`config.mk`:
```
export PLATFORM = sky130hd
export DESIGN_NAME = jt12_mix_sched
export DESIGN_NICKNAME = d
export VERILOG_FILES = /design/src/rtl/jt12_mix_sched.sv
export SDC_FILE = /design/constraint.sdc
export NUM_CORES = 1
export LEC_CHECK = 0
export CAP_MARGIN = 20
export CORE_ASPECT_RATIO = 1.2
export CORE_MARGIN = 4
export CORE_UTILIZATION = 45
export DETAILED_ROUTE_END_ITERATION = 6
export GPL_ROUTABILITY_DRIVEN = 0
export PLACE_DENSITY = 0.65
export SLEW_MARGIN = 20
export SYNTH_ARGS = -nofsm -noshare
export SYNTH_HDL_FRONTEND = slang
export SYNTH_SLANG_ARGS = --single-unit
```
`constraint.sdc`:
```
create_clock -name clk -period 4.4 [get_ports clk]
set_input_delay 0.44 -clock clk [delete_from_list [all_inputs] [get_ports clk]]
set_output_delay 0.44 -clock clk [all_outputs]
set_load 0.01 [all_outputs]
```
`src/rtl/jt12_mix_sched.sv`:
```
// jt12_mix_sched: rate scheduler and shared-MAC arbiter for the FM/PSG
// interpolation mixer. Derives per-stage sample strobes for the FM (4 stages)
// and PSG (3 stages) upsampling chains from the master clock, queues one MAC
// job per strobe and hands a single multiply-accumulate unit to one job at a time.
//
// Ports
//   clk        master clock
//   rst_n      asynchronous reset, active low
//   fm_cen     per-stage FM strobes, bit k period FM_DIV>>k
//   psg_cen    per-stage PSG strobes, bit k period PSG_DIV>>k
//   mac_start  one-cycle pulse: MAC starts job mac_sel
//   mac_sel    job index: 0-3 FM stage 0-3, 4-6 PSG stage 0-2
//   mac_done   one-cycle pulse from MAC: current job finished
//   busy       high from mac_start until the job ends (done or abort)
//   overrun    sticky per-job flag: strobe hit an already pending job
//   timeout    sticky flag: a job was aborted after MAC_TMO cycles
//   clr        synchronous clear of overrun and timeout
module jt12_mix_sched #(
  parameter int unsigned FM_DIV  = 1008,
  parameter int unsigned PSG_DIV = 240,
  parameter int unsigned MAC_TMO = 255
) (
  input  logic       clk,
  input  logic       rst_n,
  output logic [3:0] fm_cen,
  output logic [2:0] psg_cen,
  output logic       mac_start,
  output logic [2:0] mac_sel,
  input  logic       mac_done,
  output logic       busy,
  output logic [6:0] overrun,
  output logic       timeout,
  input  logic       clr
);

  localparam int unsigned NJOB   = 7;
  localparam int unsigned FM_CW  = $clog2(FM_DIV);
  localparam int unsigned PSG_CW = $clog2(PSG_DIV);
  localparam int unsigned TMO_W  = 8;

  typedef enum logic [1:0] {
    S_IDLE  = 2'd0,
    S_START = 2'd1,
    S_WAIT  = 2'd2
  } state_t;

  logic [FM_CW-1:0]  fm_cnt_q  [4];
  logic [FM_CW-1:0]  fm_cnt_d  [4];
  logic [PSG_CW-1:0] psg_cnt_q [3];
  logic [PSG_CW-1:0] psg_cnt_d [3];
  logic [3:0]        fm_cen_q,  fm_cen_d;
  logic [2:0]        psg_cen_q, psg_cen_d;

  state_t            state_q, state_d;
  logic [NJOB-1:0]   pend_q, pend_d;
  logic [NJOB-1:0]   ovr_q, ovr_d;
  logic [2:0]        sel_q, sel_d;
  logic [TMO_W-1:0]  tmo_q, tmo_d;
  logic              start_q, start_d;
  logic              busy_q, busy_d;
  logic              to_q, to_d;

  logic [NJOB-1:0]   req;
  logic [NJOB-1:0]   end_mask;
  logic              tmo_hit;
  logic [2:0]        pick;

  // Free-running per-stage dividers; strobe registered on the terminal count
  always_comb begin
    for (int k = 0; k < 4; k++) begin
      fm_cen_d[k] = (fm_cnt_q[k] == FM_CW'((FM_DIV >> k) - 1));
      fm_cnt_d[k] = fm_cen_d[k] ? '0 : fm_cnt_q[k] + FM_CW'(1);
    end
    for (int k = 0; k < 3; k++) begin
      psg_cen_d[k] = (psg_cnt_q[k] == PSG_CW'((PSG_DIV >> k) - 1));
      psg_cnt_d[k] = psg_cen_d[k] ? '0 : psg_cnt_q[k] + PSG_CW'(1);
    end
  end

  // Fixed priority: lowest pending index wins
  always_comb begin
    pick = 3'd0;
    for (int i = int'(NJOB) - 1; i >= 0; i--) begin
      if (pend_q[i]) pick = 3'(i);
    end
  end

  // Arbiter FSM next state, job queue and sticky flags
  always_comb begin
    state_d  = state_q;
    sel_d    = sel_q;
    tmo_d    = tmo_q;
    start_d  = 1'b0;
    busy_d   = 1'b0;
    tmo_hit  = 1'b0;
    end_mask = '0;
    req      = {psg_cen_q, fm_cen_q};

    case (state_q)
      S_IDLE: begin
        if (pend_q != '0) begin
          sel_d   = pick;
          state_d = S_START;
        end
      end
      S_START: begin
        start_d = 1'b1;
        busy_d  = 1'b1;
        tmo_d   = '0;
        state_d = S_WAIT;
      end
      S_WAIT: begin
        tmo_d   = tmo_q + TMO_W'(1);
        // done in the last allowed cycle still counts as a normal finish
        tmo_hit = (tmo_q == TMO_W'(MAC_TMO - 1)) && !mac_done;
        if (mac_done || tmo_hit) begin
          end_mask = NJOB'(1) << sel_q;
          state_d  = S_IDLE;
        end else begin
          busy_d = 1'b1;
        end
      end
      default: state_d = S_IDLE;
    endcase

    // A strobe landing on the clearing cycle re-arms the job instead of overrunning
    pend_d = (pend_q & ~end_mask) | req;
    ovr_d  = (clr ? '0 : ovr_q) | (req & pend_q & ~end_mask);
    to_d   = (clr ? 1'b0 : to_q) | tmo_hit;
  end

  always_ff @(posedge clk or negedge rst_n) begin
    if (!rst_n) begin
      for (int k = 0; k < 4; k++) fm_cnt_q[k] <= '0;
      for (int k = 0; k < 3; k++) psg_cnt_q[k] <= '0;
      fm_cen_q  <= '0;
      psg_cen_q <= '0;
      state_q   <= S_IDLE;
      pend_q    <= '0;
      ovr_q     <= '0;
      sel_q     <= '0;
      tmo_q     <= '0;
      start_q   <= 1'b0;
      busy_q    <= 1'b0;
      to_q      <= 1'b0;
    end else begin
      for (int k = 0; k < 4; k++) fm_cnt_q[k] <= fm_cnt_d[k];
      for (int k = 0; k < 3; k++) psg_cnt_q[k] <= psg_cnt_d[k];
      fm_cen_q  <= fm_cen_d;
      psg_cen_q <= psg_cen_d;
      state_q   <= state_d;
      pend_q    <= pend_d;
      ovr_q     <= ovr_d;
      sel_q     <= sel_d;
      tmo_q     <= tmo_d;
      start_q   <= start_d;
      busy_q    <= busy_d;
      to_q      <= to_d;
    end
  end

  assign fm_cen    = fm_cen_q;
  assign psg_cen   = psg_cen_q;
  assign mac_start = start_q;
  assign mac_sel   = sel_q;
  assign busy      = busy_q;
  assign overrun   = ovr_q;
  assign timeout   = to_q;

endmodule

```
### Word level (Yosys, flattened, before mapping)

Index checks and enable logic that the tools add are counted.
Widths: inputs -> output; s select.

| cells by class | value |
|---|---|
| $add $sub $neg | 8 |
| eq/ne operators | 12 |
| shift operators | 1 |
| muxes and demuxes | 26 |
| bitwise logic cells | 7 |
| reduce and logical (&&, ||, !) cells | 8 |

Operator list:

| cell | number |
|---|---|
| $add 10x1->10 const B | 4 |
| $mux 10 | 4 |
| $add 8x1->8 const B | 4 |
| $mux 8 | 3 |
| $and 7x7->7 | 3 |
| $mux 3 | 7 |
| $mux 7 | 3 |
| $eq 8x8->1 const B | 2 |
| $pmux 8 s2 | 1 |
| $or 7x7->7 | 2 |
| $eq 10x10->1 const B | 1 |
| $eq 10x7->1 const B | 1 |
| $eq 10x8->1 const B | 1 |
| $eq 10x9->1 const B | 1 |
| $eq 8x6->1 const B | 1 |
| $eq 8x7->1 const B | 1 |
| $not 7->7 | 1 |
| $reduce_bool 7->1 | 1 |
| $shl 1x3->7 const A | 1 |
| $pmux 2 s3 | 1 |
| $mux 1 | 4 |
| $mux 2 | 2 |
| $ne 2x2->1 const B | 2 |
| $reduce_and 2->1 | 2 |
| 9 further kinds | 9 |

| storage, ports and cells | value |
|---|---|
| register bits | 101 |
| bits of input ports | 4 |
| output and inout port bits | 20 |

### Longest topological paths before layout

Gate-level depths: netlist of run 1.

| depth | value |
|---|---|
| word-level depth | 8 |
| depth in mapped cells | 6 |
| mapped depth without buffers | 5 |

### Least setup slack after synthesis of run 1

OpenSTA, ideal clock, no wires.

| path | value |
|---|---|
| path kind | register -> register |
| from | register pend_q[0] |
| to | register sel_q[0], in the netlist mac_sel[0] |
| arrival | 1.488 ns |
| data required time | 4.272 ns |
| slack | 2.784 ns |
| stages on the path, launching flop included | 4 |
| clock period less this slack | 1.616 ns |
| cells stage by stage | dfrtp_1 or4_4 o21ai_1 mux2_1 |

| on the way | value |
|---|---|
| cells in the longest elaborated chain, start to end | 2 |
| elaborated cells between the ends (all ways) | 3 |
| those cells by class | 1 x mux; 2 x reduce/logical |

RTL lines:

| item | line | text |
|---|---|---|
| start: declaration | 55 | `logic [NJOB-1:0] pend_q, pend_d;` |
| start signal: assignment | 152 | `pend_q <= pend_d;` |
| $reduce_bool 7->1 | 101 | `if (pend_q != '0) begin` |
| $reduce_and 2->1 (no line) | -- |  |
| end signal: assignment | 154 | `sel_q <= sel_d;` |
| end: declaration | 57 | `logic [2:0] sel_q, sel_d;` |

Parallel ways exist; a longest one is shown, timed or not.
A chain may end at the register's enable or synchronous reset.

### Final worst setup path of run 1

| path | value |
|---|---|
| from | register sel_q[1], in the netlist mac_sel[1] |
| to | output port mac_sel[1] |

RTL lines:

| item | line | text |
|---|---|---|
| end: declaration | 28 | `output logic [2:0] mac_sel,` |

No word-level cell between the ends.

==> results by group, run 1 <==
Run status
  – Outcome: finished, final reports clean

Yosys
  – Largest family of logic cells by synthesized area: simple AND/OR/NAND/NOR gates
  – Post-synthesis cell area: between 0.004 and 0.005 mm²
  – Post-synthesis simple-gate area fraction: between 20% and 30%
  – Mux cell area share after synthesis: roughly 1.3%
  – Fraction of registers with async set/reset: between 90% and 100%
  – Post-synthesis sequential area ratio: between 50% and 60%
  – Yosys warning count: 0
  – Main synth FF type: dfrtp_1
  – Mapped Nets: 464
  – Synth area leader: dfrtp_1
  – Yosys top cell area share: 54.6%
  – Unique cell type count in the Yosys netlist: 46
  – Post-synthesis xor/xnor area fraction: 4.92%
  – Synth top area cells: dfrtp_1 (55%), xor2_1 (4.0%), a21oi_1 (3.7%)
  – Adder-cell share of the synthesized area: between 3 and 4%
  – Synthesized area per cell: just over 10 µm²
  – Post-Syn Instances: between 400 and 500
  – Compound-Gate Fraction of Synth Area: 12.8%
  – #FFs+latches synth: between 100 and 150
  – Post-synth EDFFs: 0

Drt
  – Vias/cell: around 5.6
  – Final wirelength: roughly 8.9 mm
  – M1 WL: 4.13 mm
  – DR WL met2: about 4.2 mm
  – DRC: 0
  – Met3 Wirelength: between 400 and 500 µm
  – DRT antenna net count: 0
  – First-pass iteration count of the detailed router: 4
  – Initial DRC count: about 200
  – DR vias: 3402
  – Routed WL per cell: ~15 µm
  – Uppermost layer routed: met4

Global routing
  – Initial antenna violation count: 0
  – Vias in the first global route: 3223
  – Overflow after GRT: 0
  – GRT Overall Usage: ~16%
  – Largest net degree at the start of global routing: 73
  – Global-route wire length before repair: 15.1 mm

Floorplanning
  – Num ports: 24
  – Core ar.: roughly 0.01 mm²
  – FP Rows: 40
  – Die X: between 100 and 150 µm
  – Initial Util: 46.0%
  – Die ar.: around 0.012 mm²
  – Die Y: about 120 µm

STA
  – Ratio of final minimum period to clock period: 45.3%
  – Worst slew margin: roughly two fifths
  – Final hold vios: 0
  – RSZ-0062 raised after global routing: false
  – Worst Tran Pin Value: approximately 900 ps
  – Final setup viols: 0
  – Fin worst setup slack: roughly 2400 ps
  – Clock Skews: about 6.6 ps
  – Fmax: about 500 MHz
  – Pins Over Slew Limit: 0
  – Aggregate negative setup slack: 0 ps
  – Min cycle time layout: about 2000 ps

Clock network
  – CTS Hold Bufs: 0
  – Number of CTS-inserted buffers: 9
  – Clk_lat worst skew: approximately 340 ps
  – CTS Sinks: approximately 100
  – CTS resizes: 0
  – CTS Buffer Depth: 2
  – Clock slew seen by the registers of the worst setup and hold paths: 60 ps
  – Setup bufs post-CTS: 0
  – H-tree levels: 3
  – Root Buffer: clkbuf_16
  – TritonCTS clock tree: done

Min path
  – Hold Path Class: input pin to async pin

Worst setup path
  – Max incr delay on CP: 620 ps
  – CP Max Fanout: 12
  – CP Data Arrival Time: around 1600 ps
  – Critical Path RT: 3960 ps
  – Worst setup EP type: output port
  – Critical-path top delay cell: clkdlybuf4s50_1
  – Crit-path cells: clkdlybuf4s50_1
  – CP top delay family: buffers and inverters
  – Crit start category: register
  – Setup CP Type: register to output port
  – Buf+Inv Stages, Crit Path: 1

Pwr
  – Lkg Pwr: approximately 2.2 nW
  – VDD IR-drop max: about 0.00017 V
  – Tot Pwr: between 1.5 and 2 mW
  – PD cells: roughly 340 mW/mm²

Place
  – DP Cell Count: a little under 600
  – Place WS: 2560 ps
  – I/O Buffers: 23
  – HPWL after DPL: 6.10 mm

Layout
  – Synth-to-Final Area Change: 15.1%
  – Non-filler instance count after layout: 608
  – Share of cells above drive strength 1: roughly 5%
  – Fin nets: about 490
  – Antenna cell count: 0
  – Fillers: about 900

Job
  – Max-Cap Viols: 0
where the power goes:
group	total (mW)	switching (mW)	internal, mW
clock	0.856	0.328	0.528
combinational	0.0221	0.0193	0.00280
sequential	0.928	0.0000000000000000103	0.928
total	1.81	0.347	1.46
cell type report:
| cell class | count | area (µm²) | share of cell area (%) |
|---|---|---|---|
| Sequential cell | 101 | 2530 | 47.4 |
| Clock buffer | 12 | 256 | 4.81 |
| Inverter | 17 | 63.8 | 1.20 |
| Multi-Input combinational cell | 324 | 2020 | 37.9 |
| Tap cell | 126 | 158 | 2.96 |
| Timing Repair Buffer | 24 | 235 | 4.41 |
| Clock inverter | 4 | 70.1 | 1.31 |
cell usage in the layout, fill, tap and decap left out, types with 3 or more instances in the layout:
master,netlist,layout
dfrtp_1,101,101
a21oi_1,34,34
nor2_1,30,30
nand2_1,29,29
nand3_1,27,27
o21ai_0,25,25
clkdlybuf4s50_1,0,22
xor2_1,21,21
inv_1,17,17
nor3_1,17,17
or3_1,17,17
nor2b_1,15,15
o31ai_1,13,13
ha_1,13,13
nand4_1,11,11
nand2b_1,10,10
nor4_1,9,9
clkbuf_16,0,9
o21bai_1,8,8
xnor2_1,5,5
mux2i_1,5,5
a31oi_1,3,3
or4_1,3,3
o211ai_1,3,3
per-stage QoR:
step                      cell area (µm²)  utilization, %  hold WS [ps]
final                                5330            53.0           227
after global routing                 5330            53.0           310
after CTS                            5330            53.0           263
after detailed placement             5000            49.8           450
after global placement               5000            49.8           443
after floorplan                      4630               -           144
cells in the mapped netlist (all sizes together), types with 15 or more instances:
cell   instances
dfrtp        101
a21oi         34
nor2          30
nand2         29
nand3         27
o21ai         27
xor2          21
nor3          19
inv           17
or3           17
nor2b         15
sequential cells by signal, indices dropped and copies added (netlist names):
name	count
mac_start	1
psg_cen	3
fm_cnt_q	40
mac_sel	3
tmo_q	8
pend_q	7
overrun	7
fm_cen	4
timeout	1
state_q	2
busy	1
psg_cnt_q	24
final timing paths:
path | from | endpoint | slack [ps] | cells past startpoint
setup / recovery | mac_sel[1]$_DFFE_PN0P_ | mac_sel[1] | 2410 | 1
hold / removal | rst_n | tmo_q[1]$_DFFE_PN0P_ | 230 | 1
setup reg to reg | state_q[0]$_DFFE_PN0P_ | overrun[6]$_DFF_PN0_ | 2550 | 5
hold reg to reg | psg_cnt_q[0]$_DFF_PN0_ | psg_cnt_q[0]$_DFF_PN0_ | 460 | 1
max in group asynchronous | rst_n | psg_cen[0]$_DFF_PN0_ | 3250 | 2
min in group clk | psg_cnt_q[0]$_DFF_PN0_ | psg_cnt_q[0]$_DFF_PN0_ | 460 | 1
per-layer routing:
metal	GRT usage (%)	vias up
li1	-	1682
met1	20.7	1659
met2	24.8	51
met3	3.22	10
met4	6.82	0
met5	0	-
logic make-up after synthesis:
family / Yosys count
and+or+nand+nor: 181
muxes: 6
buffers and inverters: 22
DFF: 101
adders and majority gates: 13
xor gates and xnor gates: 26
AOI/OAI and AO/OA: 98
Power figures use the tool's default switching activity.
==> run 2, diff against run 1 <==
--- a/config.mk
+++ b/config.mk
@@ -11,7 +11,7 @@
 export CORE_UTILIZATION = 45
 export DETAILED_ROUTE_END_ITERATION = 6
 export GPL_ROUTABILITY_DRIVEN = 0
-export PLACE_DENSITY = 0.65
+export PLACE_DENSITY = 0.67
 export SLEW_MARGIN = 20
 export SYNTH_ARGS = -nofsm -noshare
 export SYNTH_HDL_FRONTEND = slang
==> constraint.sdc (replaced) <==
create_clock -name clk -period 1.7 [get_ports clk]
set_input_delay 0.17 -clock clk [delete_from_list [all_inputs] [get_ports clk]]
set_output_delay 0.17 -clock clk [all_outputs]
set_load 0.01 [all_outputs]
==> results by group, run 2 (synthesis gave the netlist of run 1 again) <==
Layout
  – Final core occ: around 55%
  – Top reg by flops: fm_cnt_q
  – Final instance area: approximately 0.0055 mm²
  – Commonest cells after routing, fill and taps aside: dfrtp_1 (100), a21oi_1 (34), nor2_1 (30), nand2_1 (28), nand3_1 (26)
  – Register area: between 0.002 and 0.003 mm²
  – Fin nets: a little over 500
  – Largest register FFs: 40
  – Antenna cell count: 0
  – Biggest regs: fm_cnt_q (40), psg_cnt_q (24), tmo_q (8)
  – Area of the multi-input gates: 0.00203 mm²
  – Fillers: 871
  – Non-filler instance count after layout: 628
  – Share of cells above drive strength 1: 9.76%
  – Commonest non-fill, non-tap cell in the layout: dfrtp_1
  – Synth-to-Final Area Change: 18.8%

Pwr
  – Combinational Power Share: roughly 1.5%
  – P_sw: 0.916 mW
  – Sw Share: just under 20%
  – Clock Power Share: ~47%
  – PD cells: approximately 840 mW/mm²
  – Sequential Power Share: a little over half
  – Pint: 3.70 mW
  – VDD IR-drop max: approximately 0.00054 V
  – Lkg Pwr: about 2.3 nW
  – Tot Pwr: approximately 4.6 mW

Floorplanning
  – Core ar.: about 0.010 mm²
  – Num ports: 24
  – Die Y: about 120 µm
  – Initial Util: 46.0%
  – FP Rows: 40
  – Die X: slightly above 100 µm
  – Die ar.: between 0.01 and 0.015 mm²

Clock network
  – CTS Sinks: 101
  – H-tree levels: 3
  – Setup bufs post-CTS: 0
  – TritonCTS clock tree: done
  – Clk_lat worst skew: 330 ps
  – CTS Buffer Depth: 2
  – Root Buffer: clkbuf_16
  – Number of CTS-inserted buffers: 9
  – Clock slew seen by the registers of the worst setup and hold paths: around 70 ps

STA
  – Final setup viols: 0
  – Pins Over Slew Limit: 0
  – Fmax: approximately 600 MHz
  – Clock Skews: between 4 and 5 ps
  – Final hold vios: 0
  – Worst slew margin: a little over three fifths
  – Worst Tran Pin Value: around 550 ps
  – RSZ-0062 raised after global routing: true
  – Aggregate negative setup slack: 0 ps
  – Ratio of final minimum period to clock period: between 90% and 100%
  – Min cycle time layout: 1630 ps

Drt
  – Initial DRC count: approximately 190
  – Final wirelength: just over 9 mm
  – First-pass iteration count of the detailed router: 5
  – DR vias: 3462
  – DRT antenna net count: 0
  – Routed WL per cell: around 14 µm
  – Vias/cell: between 5 and 6
  – DRC: 0

Run status
  – Outcome: finished, final reports clean

Global routing
  – GR peak layer: met2
  – Global-route wire length before repair: 15.3 mm
  – M2 GR Usage: approximately a quarter
  – GR Util met1: roughly 22%
  – Largest net degree at the start of global routing: 43
  – Grt met3 use: slightly above 3%
  – Vias in the first global route: approximately 3300
  – Initial antenna violation count: 0
  – Overflow after GRT: 0
  – GRT Overall Usage: 15.8%

Job
  – Max-Cap Viols: 0

Worst setup path
  – Worst setup EP type: register
  – Crit start category: register
  – Critical Path RT: between 1500 and 2000 ps
  – Setup CP Type: register to register
  – CP Max Fanout: 7
  – CP Data Arrival Time: ~1900 ps

Place
  – Dpl cell area: around 0.0052 mm²
  – HPWL after DPL: 6.49 mm
  – I/O Buffers: 23
  – DP Cell Count: 611

Min path
  – Hold Path Class: input pin to async pin
==> run 2: path summary, 6_finish.rpt <==
path,slack [ps],startpoint,depth (start not counted),endpoint
worst min register to register,460,fm_cnt_q[30]$_DFF_PN0_,1,fm_cnt_q[30]$_DFF_PN0_
worst max register to register,70,state_q[1]$_DFFE_PN0P_,5,tmo_q[7]$_DFFE_PN0P_
max in group asynchronous,790,rst_n,3,fm_cen[0]$_DFF_PN0_
worst min-delay path,310,rst_n,2,tmo_q[5]$_DFFE_PN0P_
min in group clk,460,fm_cnt_q[30]$_DFF_PN0_,1,fm_cnt_q[30]$_DFF_PN0_
worst max-delay path,70,state_q[1]$_DFFE_PN0P_,5,tmo_q[7]$_DFFE_PN0P_
==> run 2: area by class of cell <==
cell class	instances	area share [%]
clock buffer	9	4.09
sequential	101	46.0
clock inverter	7	1.64
inverter	17	1.16
multi-input combinational	324	37.0
timing repair buffer	44	7.28
tap	126	2.87
==> run 2: what timing repair did <==
action / in CTS / in global routing
pin swaps: 0 / 1
gates resized for setup: 1 / 4
endpoints found under the hold margin: 26 / 0
endpoints found under the setup margin: 1 / 15
hold buffers: 1 / 0
==> run 2: critical path: stages (launching register included) <==
cell and delay, ps:
dfrtp_1 390, inv_1 90, ha_2 400, nand4_1 180, or3_1 350, a21oi_1 140
==> run 2: power by group through the flow <==
stage | Combinational [mW] | Sequential (mW) | Clock, mW
after global placement | 0.0708 | 2.45 | 0
after global routing | 0.0815 | 2.40 | 2.31
after CTS | 0.0737 | 2.40 | 2.20
after floorplan | 0.000398 | 2.45 | 0
after detailed placement | 0.0717 | 2.45 | 0
final | 0.0689 | 2.40 | 2.14
==> run 2: metrics by stage <==
stage                     setup slack, ps  hold WS [ps]
after floorplan                      84.3          -126
after global routing                -28.2           347
final                                70.0           305
after CTS                            42.0           321
after global placement                130           129
after detailed placement             61.5           130
==> run 2: metal layers <==
metal | wire [µm] | up-vias | share of wire (%)
li1 | - | 1715 | -
met3 | 259 | 11 | 2.8
met1 | 4440 | 1687 | 49
met2 | 4260 | 49 | 47
met5 | 0 | - | 0
met4 | 140 | 0 | 1.5
==> run 3, diff against run 2 <==
--- a/config.mk
+++ b/config.mk
@@ -6,12 +6,14 @@
 export NUM_CORES = 1
 export LEC_CHECK = 0
 export CAP_MARGIN = 20
+export CELL_PAD_IN_SITES_DETAIL_PLACEMENT = 1
+export CELL_PAD_IN_SITES_GLOBAL_PLACEMENT = 1
 export CORE_ASPECT_RATIO = 1.2
 export CORE_MARGIN = 4
-export CORE_UTILIZATION = 45
+export CORE_UTILIZATION = 43
 export DETAILED_ROUTE_END_ITERATION = 6
 export GPL_ROUTABILITY_DRIVEN = 0
-export PLACE_DENSITY = 0.67
+export PLACE_DENSITY = 0.87
 export SLEW_MARGIN = 20
 export SYNTH_ARGS = -nofsm -noshare
 export SYNTH_HDL_FRONTEND = slang
==> results by group, run 3 (synthesis gave the netlist of run 1 again) <==
Global routing
  – Global-route wire length before repair: slightly below 20 mm
  – Overflow after GRT: 0
  – GRT Overall Usage: 19.9%
  – Largest net degree at the start of global routing: 41
  – Vias in the first global route: roughly 4000
  – Initial antenna violation count: 0

Place
  – HPWL after DPL: 8.04 mm
  – Dpl cell area: around 0.005 mm²
  – Place WS: -19.2 ps
  – I/O Buffers: 23
  – DP Cell Count: 610

Worst setup path
  – Critical Path RT: between 1500 and 2000 ps
  – R2r startpoint: pend_q[3]$_DFF_PN0_
  – CP Max Fanout: 5
  – Worst setup EP type: register
  – Setup CP Type: register to register
  – CP Data Arrival Time: ~1900 ps
  – Crit path from: pend_q[3]$_DFF_PN0_
  – Reg2reg path depth: 3
  – R2R setup slack: about 65 ps
  – RR Endpoint: state_q[1]$_DFFE_PN0P_
  – Worst setup endpoint: state_q[1]$_DFFE_PN0P_
  – Crit start category: register

Pwr
  – Sw Share: 20.5%
  – Combinational Power Share: 1.6%
  – Clock Power Share: 43.7%
  – P_sw: ~0.9 mW
  – PD cells: 801 mW/mm²
  – VDD IR-drop max: 0.000398 V
  – Pint: about 3.5 mW
  – Lkg Pwr: 2.29 nW
  – Sequential Power Share: a little over half

Layout
  – Fillers: 1145
  – Share of cells above drive strength 1: a little under a tenth
  – Register area: approximately 0.0025 mm²
  – Largest register FFs: 40
  – Commonest non-fill, non-tap cell in the layout: dfrtp_1
  – Commonest cells after routing, fill and taps aside: dfrtp_1 (100), a21oi_1 (34), nor2_1 (30), nand2_1 (28), nand3_1 (26)
  – Fin nets: 511
  – Biggest regs: fm_cnt_q (40), psg_cnt_q (24), tmo_q (8)
  – Final instance area: roughly 0.0055 mm²
  – Synth-to-Final Area Change: 18.5%
  – Non-filler instance count after layout: 628
  – Top reg by flops: fm_cnt_q
  – Area of the multi-input gates: between 0.002 and 0.0025 mm²
  – Antenna cell count: 0

Drt
  – DR vias: 3609
  – DRC: 0
  – First-pass iteration count of the detailed router: 4
  – Final wirelength: approximately 11 mm
  – Routed WL per cell: 18.2 µm
  – Vias/cell: about 5.7
  – DRT antenna net count: 0
  – Initial DRC count: about 140

STA
  – Worst Tran Pin Value: around 550 ps
  – Aggregate negative setup slack: 0 ps
  – Final setup viols: 0
  – Fmax: a little over 600 MHz
  – RSZ-0062 raised after global routing: false
  – Ratio of final minimum period to clock period: approximately 96%
  – Worst slew margin: a little over three fifths
  – Min cycle time layout: 1640 ps
  – Final hold vios: 0
  – Pins Over Slew Limit: 0
  – Clock Skews: ~4.9 ps
  – Fin worst setup slack: 65.0 ps

Floorplanning
  – FP Rows: 41
  – Core ar.: approximately 0.011 mm²
  – Initial Util: ~44%
  – Die Y: about 120 µm
  – Die X: just over 100 µm
  – Num ports: 24
  – Die ar.: between 0.01 and 0.015 mm²

Clock network
  – H-tree levels: 3
  – Number of CTS-inserted buffers: 9
  – CTS Buffer Depth: 2
  – TritonCTS clock tree: done
  – Clock slew seen by the registers of the worst setup and hold paths: about 70 ps
  – CTS Sinks: about 100
  – Clk_lat worst skew: 340 ps
  – Root Buffer: clkbuf_16

Min path
  – Hold Path Class: input pin to async pin

Run status
  – Outcome: finished, final reports clean

Job
  – Max-Cap Viols: 0
-- run 3: repair_timing --
item                                   CTS  global route
resized for setup                        2            10
setup endpoints to repair               11            15
endpoints found under the hold margin   27             0
gates cloned                             0             0
pin swaps                                1             2
hold buffers                             1             0
setup buffers                            1             0
-- run 3: worst min-delay path by stage --
stage	startpoint	to	depth (start not counted)
floorplan	rst_n	busy$_DFF_PN0_	0
global placement	rst_n	tmo_q[4]$_DFFE_PN0P_	1
detailed placement	rst_n	tmo_q[4]$_DFFE_PN0P_	1
CTS	rst_n	tmo_q[4]$_DFFE_PN0P_	2
global route	rst_n	tmo_q[4]$_DFFE_PN0P_	2
finish	rst_n	tmo_q[4]$_DFFE_PN0P_	2
-- run 3: final cells by class --
type                            instances  share of cell area [%]
Sequential cell                       101                    46.1
Clock buffer                           15                    4.88
Clock inverter                          1                  0.0912
Inverter                               17                    1.16
Multi-Input combinational cell        324                    37.7
Tap cell                              129                    2.94
Timing Repair Buffer                   41                    7.11
-- run 3: per-stage QoR --
stage / total power [mW] / util (%) / hold slack, ps
final: 4.40 / 52.2 / 305
after global routing: 4.54 / 52.2 / 337
after CTS: 4.45 / 51.7 / 308
after detailed placement: 2.52 / 48.9 / 133
after global placement: 2.52 / 48.9 / 132
after floorplan: 2.45 / - / -126
-- run 3: worst max-delay path, cell delays in order (launching register included) --
cell      delay, ps
dfrtp_1         380
or4_4           580
or4_4           490
o211ai_1        100
-- run 3: power by group through the flow --
stage	logic [mW]	registers (mW)	clock network, mW
2_1_floorplan	0.000398	2.45	0
3_3_place_gp	0.0711	2.45	0
3_5_place_dp	0.0729	2.45	0
4_1_cts	0.0752	2.40	1.97
5_1_grt	0.0821	2.40	2.06
6_report	0.0709	2.40	1.92
-- run 3: layer usage --
layer / track usage, % / part of all wire (%)
met4: 7.53 / 1.9
met3: 2.98 / 2.6
met2: 35.0 / 53
met5: 0 / 0
met1: 24.3 / 43
